File: config.mk
export PLATFORM = sky130hd
export DESIGN_NAME = top3_selector_flat
export DESIGN_NICKNAME = d
export VERILOG_FILES = /design/src/rtl/top3_selector_if.sv /design/src/rtl/top3_selector.sv /design/src/flat_wrapper.sv
export SDC_FILE = /design/constraint.sdc
export NUM_CORES = 1
export LEC_CHECK = 0
export ABC_CLOCK_PERIOD_IN_PS = 2500
export CORE_ASPECT_RATIO = 1.75
export CORE_MARGIN = 1.5
export CORE_UTILIZATION = 40
export CTS_CLUSTER_DIAMETER = 40
export DETAILED_ROUTE_END_ITERATION = 8
export GPL_ROUTABILITY_DRIVEN = 0
export SLEW_MARGIN = 20
export SYNTH_ARGS = -nofsm -noshare
export SYNTH_HDL_FRONTEND = slang
export SYNTH_SLANG_ARGS = --single-unit
File: constraint.sdc
create_clock -name i_clk -period 2.5 [get_ports i_clk]
set_clock_uncertainty 0.15 [all_clocks]
set_input_delay 0.625 -clock i_clk [delete_from_list [all_inputs] [get_ports i_clk]]
set_output_delay 0.625 -clock i_clk [all_outputs]
set_load 0.03 [all_outputs]
File: src/rtl/top3_selector_if.sv
// Handshake and candidate bus between the letter classifier, the top-3
// selector and the Viterbi decoder. The selector uses the slave modport;
// the surrounding logic (classifier source + decoder) uses master.
interface top3_selector_if #(
    parameter int PROB_W = 32,
    parameter int CHAR_W = 5
);
    logic                          i_new_word;
    logic                          i_valid;
    logic                          o_ready;
    logic [PROB_W-1:0]             i_logit;
    logic [2:0][PROB_W-1:0]        o_prob;
    logic [2:0][CHAR_W-1:0]        o_char;
    logic                          o_start;
    logic                          o_next;
    logic                          i_stepped;
    logic                          o_busy;

    modport master (
        output i_new_word, i_valid, i_logit, i_stepped,
        input  o_ready, o_prob, o_char, o_start, o_next, o_busy
    );

    modport slave (
        input  i_new_word, i_valid, i_logit, i_stepped,
        output o_ready, o_prob, o_char, o_start, o_next, o_busy
    );
endinterface

File: src/rtl/top3_selector.sv
// Top-3 logit selector feeding the Viterbi decoder. Logits arrive one class
// per beat in index order; a running sorted top-3 is kept, presented in
// parallel at frame end, and held until the decoder reports it has stepped.
module top3_selector #(
    parameter int NUM_CLASS = 26,
    parameter int PROB_W    = 32,
    parameter int CHAR_W    = 5
) (
    input  logic            i_clk,
    input  logic            i_rst_n,
    top3_selector_if.slave  bus
);

    localparam logic [CHAR_W-1:0] LAST_IDX = CHAR_W'(NUM_CLASS - 1);

    typedef enum logic [1:0] {
        ST_COLLECT,
        ST_EMIT,
        ST_WAIT
    } state_t;

    state_t                 state_q, state_d;
    logic [CHAR_W-1:0]      cnt_q, cnt_d;
    logic [2:0][PROB_W-1:0] slot_prob_q, slot_prob_d;
    logic [2:0][CHAR_W-1:0] slot_char_q, slot_char_d;
    logic [2:0]             slot_vld_q, slot_vld_d;
    logic                   first_q, first_d;
    logic [2:0][PROB_W-1:0] out_prob_q, out_prob_d;
    logic [2:0][CHAR_W-1:0] out_char_q, out_char_d;
    logic                   start_q, start_d;
    logic                   next_q, next_d;

    logic                   accept;
    logic [2:0]             displace;

    assign accept = bus.i_valid && (state_q == ST_COLLECT);

    // A slot yields to the new beat if it is empty or strictly smaller, so equal logits keep the lower index ahead
    always_comb begin
        displace = '0;
        for (int i = 0; i < 3; i++) begin
            displace[i] = !slot_vld_q[i] || (bus.i_logit > slot_prob_q[i]);
        end
    end

    // Next-state, sorted insertion, output capture and decoder pulse generation
    always_comb begin
        state_d     = state_q;
        cnt_d       = cnt_q;
        slot_prob_d = slot_prob_q;
        slot_char_d = slot_char_q;
        slot_vld_d  = slot_vld_q;
        first_d     = first_q;
        out_prob_d  = out_prob_q;
        out_char_d  = out_char_q;
        start_d     = 1'b0;
        next_d      = 1'b0;

        case (state_q)
            ST_COLLECT: begin
                if (accept) begin
                    if (displace[0]) begin
                        slot_prob_d = {slot_prob_q[1], slot_prob_q[0], bus.i_logit};
                        slot_char_d = {slot_char_q[1], slot_char_q[0], cnt_q};
                        slot_vld_d  = {slot_vld_q[1], slot_vld_q[0], 1'b1};
                    end else if (displace[1]) begin
                        slot_prob_d = {slot_prob_q[1], bus.i_logit, slot_prob_q[0]};
                        slot_char_d = {slot_char_q[1], cnt_q, slot_char_q[0]};
                        slot_vld_d  = {slot_vld_q[1], 1'b1, slot_vld_q[0]};
                    end else if (displace[2]) begin
                        slot_prob_d[2] = bus.i_logit;
                        slot_char_d[2] = cnt_q;
                        slot_vld_d[2]  = 1'b1;
                    end

                    if (cnt_q == LAST_IDX) begin
                        cnt_d      = '0;
                        state_d    = ST_EMIT;
                        out_prob_d = slot_prob_d;
                        out_char_d = slot_char_d;
                    end else begin
                        cnt_d = cnt_q + CHAR_W'(1);
                    end
                end
            end
            ST_EMIT: begin
                start_d = first_q;
                next_d  = !first_q;
                first_d = 1'b0;
                state_d = ST_WAIT;
            end
            ST_WAIT: begin
                if (bus.i_stepped) begin
                    slot_vld_d = '0;
                    state_d    = ST_COLLECT;
                end
            end
            default: begin
                state_d = ST_COLLECT;
            end
        endcase

        if (bus.i_new_word) begin
            first_d = 1'b1;
        end
    end

    // State and datapath registers; reset discards any partial frame
    always_ff @(posedge i_clk or negedge i_rst_n) begin
        if (!i_rst_n) begin
            state_q     <= ST_COLLECT;
            cnt_q       <= '0;
            slot_prob_q <= '0;
            slot_char_q <= '0;
            slot_vld_q  <= '0;
            first_q     <= 1'b1;
            out_prob_q  <= '0;
            out_char_q  <= '0;
            start_q     <= 1'b0;
            next_q      <= 1'b0;
        end else begin
            state_q     <= state_d;
            cnt_q       <= cnt_d;
            slot_prob_q <= slot_prob_d;
            slot_char_q <= slot_char_d;
            slot_vld_q  <= slot_vld_d;
            first_q     <= first_d;
            out_prob_q  <= out_prob_d;
            out_char_q  <= out_char_d;
            start_q     <= start_d;
            next_q      <= next_d;
        end
    end

    assign bus.o_ready = (state_q == ST_COLLECT);
    assign bus.o_busy  = (state_q != ST_COLLECT);
    assign bus.o_prob  = out_prob_q;
    assign bus.o_char  = out_char_q;
    assign bus.o_start = start_q;
    assign bus.o_next  = next_q;

endmodule

File: src/flat_wrapper.sv
// flat-port wrapper written by rule: the top's interface ports become plain ports
module top3_selector_flat 
#(
    parameter int NUM_CLASS = 26,
    parameter int PROB_W    = 32,
    parameter int CHAR_W    = 5
)
  (i_clk, i_rst_n, bus_i_new_word, bus_i_valid, bus_i_logit, bus_i_stepped, bus_o_ready, bus_o_prob, bus_o_char, bus_o_start, bus_o_next, bus_o_busy);
  top3_selector_if #(.PROB_W(PROB_W), .CHAR_W(CHAR_W)) bus_i ();
  input  logic i_clk;
  input  logic i_rst_n;
  input wire logic [$bits(bus_i.i_new_word)-1:0] bus_i_new_word;
  input wire logic [$bits(bus_i.i_valid)-1:0] bus_i_valid;
  input wire logic [$bits(bus_i.i_logit)-1:0] bus_i_logit;
  input wire logic [$bits(bus_i.i_stepped)-1:0] bus_i_stepped;
  output wire logic [$bits(bus_i.o_ready)-1:0] bus_o_ready;
  output wire logic [$bits(bus_i.o_prob)-1:0] bus_o_prob;
  output wire logic [$bits(bus_i.o_char)-1:0] bus_o_char;
  output wire logic [$bits(bus_i.o_start)-1:0] bus_o_start;
  output wire logic [$bits(bus_i.o_next)-1:0] bus_o_next;
  output wire logic [$bits(bus_i.o_busy)-1:0] bus_o_busy;
  assign bus_i.i_new_word = bus_i_new_word;
  assign bus_i.i_valid = bus_i_valid;
  assign bus_i.i_logit = bus_i_logit;
  assign bus_i.i_stepped = bus_i_stepped;
  assign bus_o_ready = bus_i.o_ready;
  assign bus_o_prob = bus_i.o_prob;
  assign bus_o_char = bus_i.o_char;
  assign bus_o_start = bus_i.o_start;
  assign bus_o_next = bus_i.o_next;
  assign bus_o_busy = bus_i.o_busy;
  top3_selector #(.NUM_CLASS(NUM_CLASS), .PROB_W(PROB_W), .CHAR_W(CHAR_W)) u_core (.i_clk(i_clk), .i_rst_n(i_rst_n), .bus(bus_i));
endmodule
==> results of run 1 <==
-- cells by family (layout without fill, tap and decap cells) --
group | after synthesis | in the layout
AOI/OAI and AO/OA | 465 | 465
adders and majority gates | 98 | 98
buffers and inverters | 244 | 719
DFF | 235 | 235
muxes | 74 | 74
and+or+nand+nor | 482 | 485
-- layout make-up --
class,instances,area (sq um)
fill,2714,12200
multi-input combinational,1122,8850
timing repair buffer,547,6100
sequential,235,5880
clock buffer,48,1050
tap,465,582
inverter,110,415
clock inverter,14,191
-- power breakdown --
group | total [mW] | switching [mW] | internal [mW] | leakage (nW)
Combinational | 24.8 | 12.6 | 12.2 | 6.53
Clock | 5.28 | 1.93 | 3.35 | 0.611
Sequential | 6.89 | 1.33 | 5.55 | 2.90
Total | 36.9 | 15.9 | 21.1 | 10.0
-- routing by layer --
metal,routed length (um),GRT usage
met3,3060,0.0402
met5,0,0
met1,20300,0.311
met4,4720,0.236
met2,30400,0.541
-- sequential cells by signal (all words and copies together) (netlist names) --
| name | flops |
|---|---|
| u_core.bus.o_prob | 96 |
| u_core.slot_prob_q | 96 |
| u_core.bus.o_char | 15 |
| u_core.slot_char_q | 15 |
| u_core.cnt_q | 5 |
| u_core.slot_vld_q | 3 |
| u_core.state_q | 2 |
| u_core.bus.o_next | 1 |
| u_core.bus.o_start | 1 |
| u_core.first_q | 1 |
-- layout by cell type (no fill, tap or decap), types with 34 or more instances in the layout --
cell	count
sky130_fd_sc_hd__o41a_1	37
sky130_fd_sc_hd__mux2i_1	39
sky130_fd_sc_hd__ha_1	62
sky130_fd_sc_hd__buf_6	57
sky130_fd_sc_hd__nand2_1	236
sky130_fd_sc_hd__buf_12	63
sky130_fd_sc_hd__a21oi_1	41
sky130_fd_sc_hd__inv_1	96
sky130_fd_sc_hd__clkbuf_16	47
sky130_fd_sc_hd__nor2_1	49
sky130_fd_sc_hd__o211ai_1	115
sky130_fd_sc_hd__buf_4	232
sky130_fd_sc_hd__clkdlybuf4s50_1	116
sky130_fd_sc_hd__o21ai_1	41
sky130_fd_sc_hd__a211oi_4	34
sky130_fd_sc_hd__nand3_1	50
sky130_fd_sc_hd__ha_4	36
sky130_fd_sc_hd__o21ai_0	89
sky130_fd_sc_hd__a31oi_1	35
sky130_fd_sc_hd__mux2_4	35
sky130_fd_sc_hd__nand4_1	55
sky130_fd_sc_hd__dfrtp_1	233
-- how the worst max path moves through the flow --
stage | slack, ps | from | end | cells past startpoint
finish | -730 | bus_i_logit[5] | u_core.slot_prob_q[63] | 14
global route | -830 | bus_i_logit[17] | u_core.bus.o_char[12] | 15
CTS | -630 | u_core.slot_prob_q[62] | u_core.bus.o_char[9] | 12
detailed placement | -1570 | bus_i_logit[19] | u_core.slot_prob_q[95] | 10
floorplan | -290 | bus_i_logit[25] | u_core.slot_char_q[8] | 11
global placement | -1520 | bus_i_logit[29] | u_core.slot_prob_q[95] | 12
-- worst max-delay path, cell delays in order --
cell and delay [ps]:
sky130_fd_sc_hd__dlygate4sd2_1 350, sky130_fd_sc_hd__ha_4 320, sky130_fd_sc_hd__nand4_1 140, sky130_fd_sc_hd__or3_4 460, sky130_fd_sc_hd__o21ai_4 180, sky130_fd_sc_hd__a31oi_4 60, sky130_fd_sc_hd__or2_4 300, sky130_fd_sc_hd__buf_12 130
sky130_fd_sc_hd__buf_12 120, sky130_fd_sc_hd__buf_12 140, sky130_fd_sc_hd__buf_16 140, sky130_fd_sc_hd__buf_6 120, sky130_fd_sc_hd__a211oi_4 230, sky130_fd_sc_hd__o22ai_1 120
-- synthesized netlist by cell type, types with 2 or more instances --
master and n:
sky130_fd_sc_hd__a211oi_1 3, sky130_fd_sc_hd__a211oi_2 35, sky130_fd_sc_hd__a21o_1 3, sky130_fd_sc_hd__a21oi_1 43, sky130_fd_sc_hd__a221oi_1 5, sky130_fd_sc_hd__a2bb2oi_1 2
sky130_fd_sc_hd__a31oi_1 38, sky130_fd_sc_hd__buf_1 2, sky130_fd_sc_hd__buf_2 34, sky130_fd_sc_hd__buf_4 7, sky130_fd_sc_hd__buf_6 6, sky130_fd_sc_hd__clkbuf_1 85
sky130_fd_sc_hd__dfrtp_1 234, sky130_fd_sc_hd__ha_1 98, sky130_fd_sc_hd__inv_1 110, sky130_fd_sc_hd__mux2_2 35, sky130_fd_sc_hd__mux2i_1 39, sky130_fd_sc_hd__nand2_1 258
sky130_fd_sc_hd__nand2b_1 8, sky130_fd_sc_hd__nand3_1 51, sky130_fd_sc_hd__nand4_1 55, sky130_fd_sc_hd__nor2_1 52, sky130_fd_sc_hd__nor3_1 42, sky130_fd_sc_hd__nor4_1 3
sky130_fd_sc_hd__o211ai_1 115, sky130_fd_sc_hd__o21a_1 2, sky130_fd_sc_hd__o21ai_0 101, sky130_fd_sc_hd__o21ai_1 37, sky130_fd_sc_hd__o22ai_1 38, sky130_fd_sc_hd__o41a_1 37
sky130_fd_sc_hd__or2_1 2
-- what timing repair did --
| item | CTS | global route |
|---|---|---|
| cloned | 29 | 13 |
| setup endpoints to repair | 226 | 226 |
| endpoints found under the hold margin | 38 | 0 |
| gates resized for setup | 250 | 128 |
| pin swaps | 143 | 176 |
| hold buffers | 1 | 0 |
| setup buffers | 79 | 16 |
-- stage by stage --
step | TNS, ps | cells | util
2_1_floorplan | -55940 | 1598 | -
3_3_place_gp | -305490 | 2362 | 0.535
3_5_place_dp | -313080 | 2362 | 0.535
4_1_cts | -119290 | 2527 | 0.636
5_1_grt | -149420 | 2541 | 0.654
6_report | -129980 | 2541 | 0.654
==> Implementation_results.wiki, run 1 <==
{| class="wikitable"
! Metric !! Value
|-
| Relative area change from synthesis to final layout || 60.9%
|-
| Ant. Diodes || 0
|-
| Gate count after technology mapping || 1598
|-
| Sort of element at the start of the critical path || input port
|-
| Violated checks || negative setup slack
|-
| Fraction of final layout cells with drive strength greater than 1 || 0.331
|-
| Hold path startpoint || u_core.bus.o_prob[44]
|-
| Total power after layout || 36.9 mW
|-
| Clock-pin slew on the worst setup and hold paths || 60 ps
|-
| Post-DRT Antenna Nets || 0
|-
| Count of yosys warnings during synthesis || 0
|-
| Area of all placed cells without fillers || 23100 sq um
|-
| Area share of fa/ha/maj cells after synthesis || 0.0855
|-
| Largest family of logic cells by synthesized area || compound AO/OA/AOI/OAI gates
|-
| Clk root buf || sky130_fd_sc_hd__clkbuf_16
|-
| Final #Nets || 2185
|-
| Fraction of registers with async set or reset after synthesis || 1.00
|-
| Vias per cell || 5.97
|-
| Worst EP required || around 2700 ps
|-
| Classification of the worst-slack hold path || flop to flop
|-
| Largest buffer count on any clock path || 3
|-
| Mapped Avg Cell Area || between 8 and 9 sq um
|-
| Unrepaired setup endpoints after global routing || true
|-
| Number of distinct library cells after synthesis || 49
|-
| Number of cell rows || 91
|-
| Compound-cell area share of the yosys netlist || 0.228
|-
| Via count of the first global-routing pass || 15676
|-
| Critical path endpoint category || flop
|-
| Leading area contributor after synthesis || sky130_fd_sc_hd__dfrtp_1
|-
| Detailed Route Iter0 Violations || 1086
|-
| Insertion delay to the later sink of the worst-skew pair || between 500 and 600 ps
|-
| Starting Density || 0.406
|-
| Fmax achieved || about 0.31 GHz
|-
| Clock tree from TritonCTS || built
|-
| Sink count of the clock tree || 235
|-
| Synthesized Nets || 1733
|-
| I/O Buffers || 151
|-
| Number of remaining DRC errors || 0
|-
| Total CTS buffers || 34
|-
| Worst flop-to-flop path endpoint || u_core.slot_prob_q[63]
|-
| Max Transition Viols Final || 0
|-
| Origin of the critical flop-to-flop path || u_core.slot_prob_q[15]
|-
| Via count || 15169
|-
| Dominant synthesized flop cell || sky130_fd_sc_hd__dfrtp_1
|-
| Power Density || 1600 nW/um^2
|-
| Result of the run || finished, violations left
|-
| Largest cells by area after synthesis || sky130_fd_sc_hd__dfrtp_1, sky130_fd_sc_hd__ha_1, sky130_fd_sc_hd__nand2_1
|-
| Initial antenna violation count || 0
|-
| Final hold violation count || 0
|-
| Mux cell area share after synthesis || 0.0547
|-
| Crit share post-route || 1.29
|-
| Number of storage elements in the synthesis netlist || 235
|-
| Hold slack || 332 ps
|-
| Share of the yosys chip area belonging to registers || 0.410
|-
| Synthesized cell area || 14300 sq um
|-
| Tightest Pin Transition || about 500 ps
|-
| Overflow after GRT || 0
|-
| Category of the critical setup timing path || input port to flop
|-
| Pleak || 10.0 nW
|-
| Detailed Routing Iterations Pass 1 || 7
|-
| Cell depth of the worst hold path || 2
|-
| Detailed Route WL || 58500 um
|-
| Overall die height || 253 um
|-
| Endpoint, Worst Hold || u_core.bus.o_prob[44]
|-
| Cell area reported after detailed placement || 18900 sq um
|-
| CTS HTree Levels || 2
|-
| Die span in x || 146 um
|-
| Critical path arrival || 3470 ps
|-
| Largest vdd supply drop || approximately 0.73 mV
|-
| Pin count of the biggest net entering global routing || 77
|-
| Final worst-path setup slack || -730 ps
|-
| Crit path max fanout || 6
|-
| Post-place setup slack || -1570 ps
|-
| GRT Overall Usage || 0.300
|-
| Synth top area share || 0.408
|-
| Maximum capacitance violations || 0
|-
| Wire length of the first global-routing pass || 86500 um
|-
| Final HPWL from detailed placement || 34400 um
|-
| Number of cell instances on the worst register-to-register path || 14
|-
| Total setup violations reported at the end of the flow || 225
|-
| Floorplan die area || 37000 sq um
|-
| Headroom to the max-slew limit || 0.663
|-
| Area of the placeable core || 35300 sq um
|-
| Worst-case register-to-register setup slack || -720 ps
|-
| Wire per inst || 23.0 um
|-
| Number of enable-type register cells in the synthesized netlist || 0
|-
| Shortest period the worst path allows || 3230 ps
|-
| Total I/O pin count || 152
|-
| Simple-Gate Fraction of Synth Area || 0.150
|-
| XOR/XNOR share of the synthesized area || 0
|}
No activity file was read; power rests on OpenSTA's default activity.
==> run 2: changes to the inputs <==
HOLD_SLACK_MARGIN = 0.06   (was not set)
==> results of run 2 <==
Same layout as run 1: the final DEF is identical, and so are final timing and power.
==> run 3: changes to the inputs <==
CORE_UTILIZATION = 35   (was 40)
CTS_CLUSTER_DIAMETER = 200   (was 40)
==> Implementation_results.wiki, run 3 (synthesis results as in run 1) <==
{| class="wikitable"
! Metric !! Value
|-
| Pin count of the biggest net entering global routing || 84
|-
| Sink count of the clock tree || 235
|-
| Initial antenna violation count || 0
|-
| Insertion delay to the later sink of the worst-skew pair || between 500 and 600 ps
|-
| Detailed Routing Iterations Pass 1 || 7
|-
| Total setup violations reported at the end of the flow || 226
|-
| Post-DRT Antenna Nets || 0
|-
| Wire per inst || around 23 um
|-
| Largest buffer count on any clock path || 3
|-
| Worst EP required || 2830 ps
|-
| Violated checks || negative setup slack
|-
| Final standard cell count with taps included and fillers excluded || 2636
|-
| Largest vdd supply drop || a little over 0.9 mV
|-
| Slowest cell on crit path || sky130_fd_sc_hd__or3_4
|-
| Total I/O pin count || 152
|-
| Shortest period the worst path allows || roughly 3200 ps
|-
| Via count of the first global-routing pass || approximately 16000
|-
| Final worst-path setup slack || -679 ps
|-
| Fraction of final layout cells with drive strength greater than 1 || 0.348
|-
| Maximum capacitance violations || 0
|-
| CTS HTree Levels || 1
|-
| Sort of element at the start of the critical path || flop
|-
| Filler Cell Count || 3308
|-
| TNS Setup || -125790 ps
|-
| Fmax achieved || ~0.31 GHz
|-
| Die span in x || 156 um
|-
| Critical path arrival || 3500 ps
|-
| Detailed Route Iter0 Violations || 1096
|-
| Final #Nets || 2209
|-
| Final HPWL from detailed placement || 35400 um
|-
| I/O Buffers || 151
|-
| Floorplan die area || 42200 sq um
|-
| Final hold violation count || 0
|-
| Number of remaining DRC errors || 0
|-
| Category of the critical setup timing path || flop to flop
|-
| Via count || 15358
|-
| Crit share post-route || 1.27
|-
| Result of the run || finished, violations left
|-
| Wire length of the first global-routing pass || 89300 um
|-
| Classification of the worst-slack hold path || flop to flop
|-
| GRT Overall Usage || 0.273
|-
| Largest delay share family, worst path || simple AND/OR/NAND/NOR gates
|-
| Crit-path cells || inv_2, ha_4, nand4_1, buf_4, or3_4, o21ai_4, a31oi_4, or2_4, buf_12, bufbuf_16, o41a_1, nand3_1
|-
| Overall die height || roughly 270 um
|-
| Crit path max fanout || 7
|-
| Max Transition Viols Final || 0
|-
| Number of placed instances with taps included || 2445
|-
| Total CTS buffers || 25
|-
| Vias per cell || ~5.8
|-
| Peak per-stage delay on the critical path || 410 ps
|-
| Relative area change from synthesis to final layout || 63.7%
|-
| Detailed Route WL || between 60000 and 70000 um
|-
| Pleak || 10.2 nW
|-
| Unrepaired setup endpoints after global routing || true
|-
| Leading cell type in the layout, fill and taps excluded || sky130_fd_sc_hd__buf_4
|-
| Number of cell rows || 97
|-
| Buffers and inverters on the worst path || 4
|-
| Critical path endpoint category || flop
|-
| Overflow after GRT || 0
|-
| Tightest Pin Transition || roughly 520 ps
|-
| Power Density || 1580 nW/um^2
|-
| Area of the placeable core || 40200 sq um
|-
| Starting Density || 0.357
|-
| Clock-pin slew on the worst setup and hold paths || 70 ps
|-
| Clock tree from TritonCTS || built
|-
| Commonest cells after routing, fill and taps aside || sky130_fd_sc_hd__buf_4, sky130_fd_sc_hd__dfrtp_1, sky130_fd_sc_hd__nand2_1, sky130_fd_sc_hd__o211ai_1, sky130_fd_sc_hd__clkdlybuf4s50_1
|-
| Ant. Diodes || 0
|-
| Clk root buf || sky130_fd_sc_hd__clkbuf_16
|-
| Headroom to the max-slew limit || 0.651
|}
==> run 3: changes by cell type in the layout (fill, tap and decap cells not counted), sizes merged, moves of 2 or more <==
cell / before / now
buf: 391 / 414
bufbuf: 1 / 4
clkbuf: 60 / 53
clkdlybuf4s15: 10 / 5
dlygate4sd2: 14 / 20
or2: 5 / 3
==> run 3: cell type report <==
cell class | instances | area [sq um] | area share
flip-flops and latches | 235 | 5880 | 0.251
multi-input cells | 1120 | 8990 | 0.383
well taps | 544 | 681 | 0.0290
inverters | 110 | 415 | 0.0177
clock buffers | 33 | 696 | 0.0296
clock inverters | 12 | 170 | 0.00725
repair buffers | 582 | 6640 | 0.283
==> run 3: what timing repair did <==
item,4_1_cts,5_1_grt
hold endpoints to repair,27,0
gates resized for setup,230,165
pin swaps,118,183
setup buffers,80,42
hold buffers,1,0
gates cloned,33,15
setup endpoints to repair,226,225
==> run 3: metrics by stage <==
step / hold slack [ps] / util / setup WS, ps / total power [mW] / area (sq um)
6_report: 335 / 0.584 / -679 / 37.1 / 23500
2_1_floorplan: 179 / - / -290 / 17.3 / 15000
3_3_place_gp: 321 / 0.474 / -1520 / 24.3 / 19000
5_1_grt: 355 / 0.584 / -779 / 38.8 / 23500
4_1_cts: 335 / 0.555 / -598 / 34.5 / 22300
3_5_place_dp: 326 / 0.474 / -1500 / 24.7 / 19000
==> run 3: worst paths after layout <==
kind | from | to | slack (ps) | cells past startpoint
setup / recovery | u_core.slot_prob_q[10] | u_core.slot_prob_q[71] | -680 | 12
setup reg to reg | u_core.slot_prob_q[10] | u_core.slot_prob_q[71] | -680 | 12
max in group asynchronous | i_rst_n | u_core.bus.o_prob[22] | 1000 | 3
min in group asynchronous | i_rst_n | u_core.bus.o_char[0] | 390 | 2
hold / removal | u_core.first_q | u_core.bus.o_start | 330 | 2
hold reg to reg | u_core.first_q | u_core.bus.o_start | 330 | 2
==> run 3: worst min-delay path: cells and delay by family (launching register included) <==
kind                   cells  cell delay (ps)
DFF                        1              370
and+or+nand+nor            1               30
buffers and inverters      1               40
==> run 3: where the power goes <==
part           leakage [nW]  total [mW]  internal [mW]  switching, mW
sequential             2.90        6.91           5.54           1.36
combinational          6.90        26.2           12.9           13.2
clock                 0.426        4.07           2.37           1.70
==> run 3: layer usage <==
layer	vias up	share of wire	global-route usage
met4	0	0.082	0.201
met1	7591	0.34	0.287
li1	6769	-	-
met2	714	0.52	0.495
met5	-	0	0
met3	284	0.053	0.0312
